## src/rtl/harp_scan_scheduler.sv

```systemverilog
// Laser-harp measurement scheduler: steps the mirror, gates the laser, runs a dark and a lit
// ADC conversion per position and writes the saturated lit-minus-dark value to the string file.
module harp_scan_scheduler #(
  parameter int NUM_POS       = 8,
  parameter int STEPS_PER_POS = 2,
  parameter int STEP_TICKS    = 98304,
  parameter int SETTLE_TICKS  = 4096,
  parameter int ADC_TIMEOUT   = 4096
) (
  input  logic       clk,
  input  logic       reset,
  input  logic       enable,
  output logic [3:0] step_phase,
  output logic [2:0] cur_pos,
  output logic       laser_on,
  output logic       adc_start,
  input  logic       adc_ready,
  input  logic [9:0] adc_data,
  output logic       str_wr,
  output logic [2:0] str_idx,
  output logic [7:0] str_val,
  output logic       scan_done,
  output logic       adc_err
);

  typedef enum logic [3:0] {
    IDLE, STEP, SETTLE, DARK_REQ, DARK_WAIT, LIT_SETTLE, LIT_REQ, LIT_WAIT, WRITE, ADVANCE
  } state_t;

  localparam int TMAX = (STEP_TICKS > SETTLE_TICKS) ? STEP_TICKS : SETTLE_TICKS;
  localparam int TW = $clog2(TMAX + 1);
  localparam int SW = $clog2(STEPS_PER_POS + 1);
  localparam logic [2:0] LAST_POS = 3'(NUM_POS - 1);

  state_t state, state_next;
  logic [TW-1:0] tick;
  logic [SW-1:0] step_cnt;
  logic [11:0]   adc_cnt;
  logic          seen_low, dir_rev, need_step;
  logic [9:0]    dark;

  logic step_tick_done, last_step, settle_done, conv_done, in_wait, timeout;
  logic laser_d, adc_start_d, str_wr_d, scan_done_d, adc_err_d;
  logic [2:0] str_idx_d;
  logic [7:0] str_val_d, val_s;

  assign step_tick_done = (tick == TW'(STEP_TICKS - 1));
  assign last_step      = (step_cnt == SW'(STEPS_PER_POS - 1));
  assign settle_done    = (tick >= TW'(SETTLE_TICKS - 1));
  assign conv_done      = seen_low && adc_ready;
  assign in_wait        = (state == DARK_WAIT) || (state == LIT_WAIT);
  // A conversion is abandoned if ready never drops early on, or never comes back at all.
  assign timeout = in_wait && ((!seen_low && adc_ready && (adc_cnt >= 12'd7)) ||
                               (!conv_done && (int'(adc_cnt) >= ADC_TIMEOUT - 1)));
  assign val_s = (adc_data > dark) ? 8'((adc_data - dark) >> 2) : 8'd0;

  // state register
  always_ff @(posedge clk) begin
    if (reset) state <= IDLE;
    else       state <= state_next;
  end

  // next-state logic
  always_comb begin
    state_next = state;
    case (state)
      IDLE:       if (enable && adc_ready) state_next = need_step ? STEP : SETTLE;
                  else state_next = IDLE;
      STEP:       if (step_tick_done && last_step) state_next = SETTLE;
                  else state_next = STEP;
      SETTLE:     if (settle_done && adc_ready) state_next = DARK_REQ;
                  else state_next = SETTLE;
      DARK_REQ:   state_next = DARK_WAIT;
      DARK_WAIT:  if (timeout) state_next = ADVANCE;
                  else if (conv_done) state_next = LIT_SETTLE;
                  else state_next = DARK_WAIT;
      LIT_SETTLE: if (settle_done && adc_ready) state_next = LIT_REQ;
                  else state_next = LIT_SETTLE;
      LIT_REQ:    state_next = LIT_WAIT;
      LIT_WAIT:   if (timeout) state_next = ADVANCE;
                  else if (conv_done) state_next = WRITE;
                  else state_next = LIT_WAIT;
      WRITE:      state_next = ADVANCE;
      ADVANCE:    if (enable) state_next = STEP;
                  else state_next = IDLE;
      default:    state_next = IDLE;
    endcase
  end

  // mirror position, stepper phase, timers and dark capture
  always_ff @(posedge clk) begin
    if (reset) begin
      tick       <= '0;
      step_cnt   <= '0;
      adc_cnt    <= 12'd0;
      seen_low   <= 1'b0;
      dir_rev    <= 1'b0;
      need_step  <= 1'b0;
      dark       <= 10'd0;
      step_phase <= 4'b0001;
      cur_pos    <= 3'd0;
    end else begin
      if (state_next != state) tick <= '0;
      else if (state == STEP) tick <= step_tick_done ? '0 : tick + 1'b1;
      else if ((state == SETTLE || state == LIT_SETTLE) && !settle_done) tick <= tick + 1'b1;
      else tick <= tick;

      if (state == STEP && step_tick_done) begin
        step_cnt   <= last_step ? '0 : step_cnt + 1'b1;
        step_phase <= dir_rev ? {step_phase[0], step_phase[3:1]} : {step_phase[2:0], step_phase[3]};
      end else if (state != STEP) begin
        step_cnt <= '0;
      end else begin
        step_cnt <= step_cnt;
      end

      if (state == DARK_REQ || state == LIT_REQ) begin
        adc_cnt  <= 12'd0;
        seen_low <= 1'b0;
      end else if (in_wait) begin
        adc_cnt <= adc_cnt + 12'd1;
        if (!adc_ready) seen_low <= 1'b1;
        else seen_low <= seen_low;
      end else begin
        adc_cnt <= adc_cnt;
      end

      if (state == DARK_WAIT && conv_done) dark <= adc_data;
      else dark <= dark;

      // Position moves here; the physical step follows in STEP, even after a pause in IDLE.
      if (state == ADVANCE) begin
        need_step <= 1'b1;
        if (!dir_rev) begin
          if (cur_pos == LAST_POS) begin
            dir_rev <= 1'b1;
            cur_pos <= cur_pos - 3'd1;
          end else begin
            cur_pos <= cur_pos + 3'd1;
          end
        end else begin
          if (cur_pos == 3'd0) begin
            dir_rev <= 1'b0;
            cur_pos <= 3'd1;
          end else begin
            cur_pos <= cur_pos - 3'd1;
          end
        end
      end else if (state == STEP) begin
        need_step <= 1'b0;
      end else begin
        need_step <= need_step;
      end
    end
  end

  // output decode from the upcoming state
  always_comb begin
    laser_d     = (state_next == LIT_SETTLE) || (state_next == LIT_REQ) || (state_next == LIT_WAIT);
    adc_start_d = (state_next == DARK_REQ) || (state_next == LIT_REQ);
    str_wr_d    = (state_next == WRITE);
    str_idx_d   = str_wr_d ? cur_pos : str_idx;
    str_val_d   = str_wr_d ? val_s : str_val;
    scan_done_d = str_wr_d && ((cur_pos == 3'd0) || (cur_pos == LAST_POS));
    adc_err_d   = adc_err | timeout;
  end

  // output registers
  always_ff @(posedge clk) begin
    if (reset) begin
      laser_on  <= 1'b0;
      adc_start <= 1'b0;
      str_wr    <= 1'b0;
      str_idx   <= 3'd0;
      str_val   <= 8'd0;
      scan_done <= 1'b0;
      adc_err   <= 1'b0;
    end else begin
      laser_on  <= laser_d;
      adc_start <= adc_start_d;
      str_wr    <= str_wr_d;
      str_idx   <= str_idx_d;
      str_val   <= str_val_d;
      scan_done <= scan_done_d;
      adc_err   <= adc_err_d;
    end
  end

endmodule

```

## config.mk

```make
export PLATFORM = sky130hd
export DESIGN_NAME = harp_scan_scheduler
export DESIGN_NICKNAME = d
export VERILOG_FILES = /design/src/rtl/harp_scan_scheduler.sv
export SDC_FILE = /design/constraint.sdc
export NUM_CORES = 1
export LEC_CHECK = 0
export BUFFER_PORTS_ARGS = -buffer_cell sky130_fd_sc_hd__buf_2
export CAP_MARGIN = 20
export CORE_UTILIZATION = 50
export CTS_CLUSTER_DIAMETER = 30
export DETAILED_ROUTE_END_ITERATION = 6
export PLACE_DENSITY = 0.76
export SETUP_SLACK_MARGIN = 0.15
export SKIP_CTS_REPAIR_TIMING = 1
export SYNTH_ARGS = -nofsm -noshare
export SYNTH_HDL_FRONTEND = slang
export SYNTH_SLANG_ARGS = --single-unit
```

## constraint.sdc

```tcl
create_clock -name clk -period 6.7 [get_ports clk]
set_input_delay 0.67 -clock clk [delete_from_list [all_inputs] [get_ports clk]]
set_output_delay 0.67 -clock clk [all_outputs]
set_load 0.1 [all_outputs]
```

Yosys cells after proc, flatten, opt, wreduce, memory -nomap -nowiden
Cells that the tools add are included.
Word-level totals
  flip-flop bits (word level): 71
  input bits: 14
  output and inout port bits: 23
  word-level logic and storage cells: 106
Cells by class
  $add $sub $neg: 6
  magnitude comparators: 4
  eq/ne operators: 19
  muxes and demuxes: 27
  bitwise gates (word level): 2
  reductions and logical operators: 31
Operators by type and width (count)
  $mux 17: 3
  $pmux 4 s10: 1
  $eq 4x3->1 const B: 7
  $add 17x1->17 const B: 1
  $eq 17x17->1 const B: 1
  $ge 17x12->1 const B: 1
  $mux 4: 4
  $mux 2: 7
  $add 12x1->12 const B: 1
  $eq 4x2->1 const B: 3
  $eq 4x4->1 const B: 3
  $ge 12x12->1 const B: 1
  $ge 12x3->1 const B: 1
  $logic_and 1x1->1: 12
  $gt 10x10->1: 1
  $sub 10x10->10: 1
  $mux 3: 3
  $logic_or 1x1->1: 8
  $mux 1: 8
  $mux 8: 1
  $reduce_bool 2->1: 3
  $eq 4x1->1 const B: 1
  $logic_not 4->1: 1
  $ne 4x1->1 const B: 1
  12 further kinds: 15

Longest topological paths before layout
  depth in word-level cells: 10
  gate-level depth with buffers: 10

Worst setup path before layout
No wires, ideal clock.
  kind: in2reg
  start: input port adc_ready
  end: register str_val[2]
  data arrival time: 2.984 ns
  required time: 6.635 ns
  setup slack: 3.652 ns
  stages on the path: 9
  path buffers: 2
  cell sequence: clkbuf_1 a21boi_0 a22oi_1 o311ai_0 or4_4 or3b_1 buf_6 nor4_4 a32o_1
On the way
  longest elaborated chain between the ends: 8
  elaborated cells between the ends (all ways): 18
  those cells by class: 1 x eq/ne; 8 x mux; 9 x reduce/logical
Ends and longest elaborated chain
  start: declaration: RTL line 17  | input logic adc_ready,
  $logic_and 1x1->1: RTL line 50  | assign conv_done = seen_low && adc_ready;
  $logic_not 1->1: RTL line 54  | (!conv_done && (int'(adc_cnt) >= ADC_TIMEOUT - 1)));
  $logic_and 1x1->1: RTL line 54
  $logic_or 1x1->1: RTL line 53  | assign timeout = in_wait && ((!seen_low && adc_ready && (adc_cnt >= 12'd7)) ||
  $logic_and 1x1->1: RTL line 53
  $mux 4 (on tied branches): RTL line 80, 74
  $pmux 4 s10 *: RTL line 66  | case (state)
  $eq 4x4->1 *: RTL line 161  | str_wr_d = (state_next == WRITE);
  end signal: assignment: RTL line 183  | str_val <= str_val_d;
  end: declaration: RTL line 21  | output logic [7:0] str_val,
Every way passes the cells marked *; elsewhere a longest branch is shown, timed or not.
A chain may end at the register's enable or synchronous reset.

Worst setup path in the final report
  start: register tick[0]
  end: register str_val[2]
On the way
  longest elaborated chain between the ends: 5
  elaborated cells between the ends (all ways): 9
  those cells by class: 1 x order compare; 2 x eq/ne; 4 x mux; 2 x reduce/logical
Ends and longest elaborated chain
  start: declaration: RTL line 36  | logic [TW-1:0] tick;
  start signal: assignment: RTL line 104  | else if (state == STEP) tick <= step_tick_done ? '0 : tick + 1'b1;
  start signal: assignment: RTL line 105  | else if ((state == SETTLE || state == LIT_SETTLE) && !settle_done) tick <= tick + 1'b1;
  start signal: assignment: RTL line 106  | else tick <= tick;
  $ge 17x12->1 / $eq 17x17->1 (equally long branches): RTL line 49, 47
  $logic_and 1x1->1 (on tied branches): RTL line 71, 77, 69
  $mux 2 (tied with other cells): RTL line 77  | LIT_SETTLE: if (settle_done && adc_ready) state_next = LIT_REQ;
  $pmux 4 s10 *: RTL line 66
  $eq 4x4->1 *: RTL line 161
Marks and branches as above.

==> impl_results.md <==
* Fmax at 0.308 GHz
* CP Data Required Time at 6990 ps
* Most common cell after layout, fill and taps aside: dfxtp_1
* Status: finished clean
* Top post-synthesis cells by area: dfxtp_1, nor2_1, mux2i_1
* Arr. time, crit path at about 3500 ps
* Multi-input gate area at 2220 µm²
* Post-route DRC at 0
* CTS max path bufs at 2
* Top_reg_cell synth: dfxtp_1
* Total Routed Length at 7.52 mm
* Worst Hold Class: flop to flop
* Post-synth EDFFs at 0
* Hold worst-path end: step_cnt[1]
* Setup Crit Path Kind: flop to flop
* Fin area at 4240 µm²
* Starting density of the core at 0.525
* Max Clock Skew at 12.6 ps
* Root Buffer Master: clkbuf_8
* Inst Count DP at 556
* Async S/R FF share, synth at 0
* Hold Path Stages at 2
* Post-route clock period utilization at 0.485
* Num ports at 37
* GRT Total Usage at 0.196
* Sequential cell area at 1420 µm²
* CTS buffer count at 9
* Pin count of the biggest net entering global routing at 37
* Synth area leader: dfxtp_1
* Setup TNS at 0 ps
* Pleak at around 0.0017 µW
* Number of maximum-capacitance violations at 0
* Final setup vio count at 0
* RePlAce Congestion at approximately 0.85
* Final critical-path required period at 3250 ps
* Main combinational cell family by area after synthesis: simple AND/OR/NAND/NOR gates
* Final Hold Violating Endpoints at 0
* Netlist cell types at 66
* Post-Synth XOR/XNOR Area at 0.0774
* Worst relative slew slack at 0.542
* Area grow syn2layout at 10.1%
* Cells on worst reg2reg path at 8
* First-pass GRT wire length at 13.0 mm
* Startpoint types: flop
* Via density at roughly 5.5
* Synth Warn # at 0
* HP Start: step_cnt[1]
* Initial antenna violation count at 0
* Final #Nets at around 500
* DR pass1 iterations at 4
* Most frequent cells in the layout: dfxtp_1, nor2_1, buf_2
* R2r setup slk at 3450 ps
* GRT Residual Overflow at 0
* Dpl cell area at 4010 µm²
* CTS tree: done
* Post-Layout Cell Count at 572
* Post-Syn Nets at 471
* Setup WS pre-CTS at 3460 ps
* Worst reg2reg path endpoint: str_val[2]
* Fillers at between 600 and 700
* Worst-margin pin slew at around 680 ps
* Critical path peak fanout at 8
* Hold slack final at about 450 ps
* Synth Register Bits at 71
* Core area at 7330 µm²
* R2r startpoint: tick[0]
* Total number of vias at 3,138
* Yosys top cell area share at 0.370
* CTS clk-pin slew, worst paths at 80 ps
* Synth Area in Compound Gates at 0.135
* Die height at 89.7 µm
* Pwr Density at 202 nW/µm²
* Die Wd at 89.7 µm
* Final Worst Setup Slack at around 3500 ps
* Post-synthesis simple-gate area fraction at 0.258
* Antenna Cells at 0
* Adder-cell share of the synthesized area at 0.0520
* Mapped Avg Cell Area at 8.72 µm²
* Vias in the first global route at 2,942
* Later-pin clock latency in the skew report at 350 ps
* Routed wire per std cell at 13.2 µm
* Final slew viol count at 0
* Post-synthesis instance area at between 3000 and 4000 µm²
* # clock sinks at 71
* Port Buf Inserts at 36
* Initial drt markers at 172
* HPWL Detailed at between 5 and 6 mm
* CTS H-tree lvls at 3
* Die area at 8050 µm²
* Mux contribution to synthesized area at 0.0547
* VDD IR-drop max at 0.0000888 V
* Layout cells sized above 1 at 0.154
* Unrepaired setup endpoints after global routing: false
* Post-route ant nets at 0
* Seq/Total Area, Yosys at 0.370
* Mapped Cells at 441
* Critical path capture point type: flop
* # rows at 31
[kinds of logic after synthesis]
| kind of cell | Yosys count |
|---|---|
| AND/OR/NAND/NOR | 185 |
| AO/OA/AOI/OAI | 77 |
| flip-flops | 71 |
| buffers and inverters | 37 |
| XOR/XNOR | 34 |
| multiplexers | 21 |
| adder cells (fa/ha/maj) | 16 |
[Yosys cell counts, types with 6 or more instances]
cell,n
and3_1,6
nand4_1,16
nor2_1,66
clkbuf_1,14
xor2_1,20
dfxtp_1,71
mux2i_1,21
ha_1,16
nand2b_1,6
inv_1,16
nand3_1,10
nor2b_1,8
o21ai_0,10
xnor2_1,14
nand2_1,19
a21oi_1,25
nor3_1,19
[where the power goes]
part           internal (µW)  switching, µW
clock network            220            157
logic                   20.3           34.2
registers                423           3.09
[sequential cells by signal, indices dropped and copies added (netlist names), 2 cells and up]
signal,cells
adc_cnt,12
cur_pos,3
dark,10
state,4
step_cnt,2
step_phase,4
str_idx,3
str_val,8
tick,17
[critical path: stages, from the launching register on]
cell and delay, ps:
dfxtp_1 420, ha_1 280, a21oi_1 60, or4b_4 500, and3_1 180, or4_4 510, or3b_1 510, nor4_4 510
a32o_1 230
[through the flow]
stage	total power [µW]	utilization
6_report	857	0.578
2_1_floorplan	476	-
3_3_place_gp	489	0.547
3_5_place_dp	490	0.547
5_1_grt	891	0.578
4_1_cts	865	0.578
[worst max-delay path by stage]
| stage | startpoint | end | slack (ps) | cells after the start |
|---|---|---|---|---|
| 5_1_grt | tick[0] | str_val[2] | 3270 | 8 |
| 3_5_place_dp | tick[0] | str_val[2] | 3460 | 8 |
| 6_report | tick[0] | str_val[2] | 3450 | 8 |
| 4_1_cts | tick[0] | str_val[2] | 3440 | 8 |
| 2_1_floorplan | adc_ready | str_val[2] | 3650 | 9 |
| 3_3_place_gp | adc_ready | str_val[2] | 3520 | 8 |
[metal layers]
metal / global-route usage / part of all wire
met2: 0.318 / 0.45
met1: 0.246 / 0.48
met4: 0.0874 / 0.016
met5: 0 / 0
met3: 0.0491 / 0.048
[final cells by class]
type / count / area share
Clock buffer: 11 / 0.0334
Tap cell: 99 / 0.0292
Clock inverter: 5 / 0.0192
Inverter: 16 / 0.0142
Multi-Input combinational cell: 333 / 0.524
Timing Repair Buffer: 37 / 0.0443
Sequential cell: 71 / 0.336
Power figures use the tool's default switching activity.
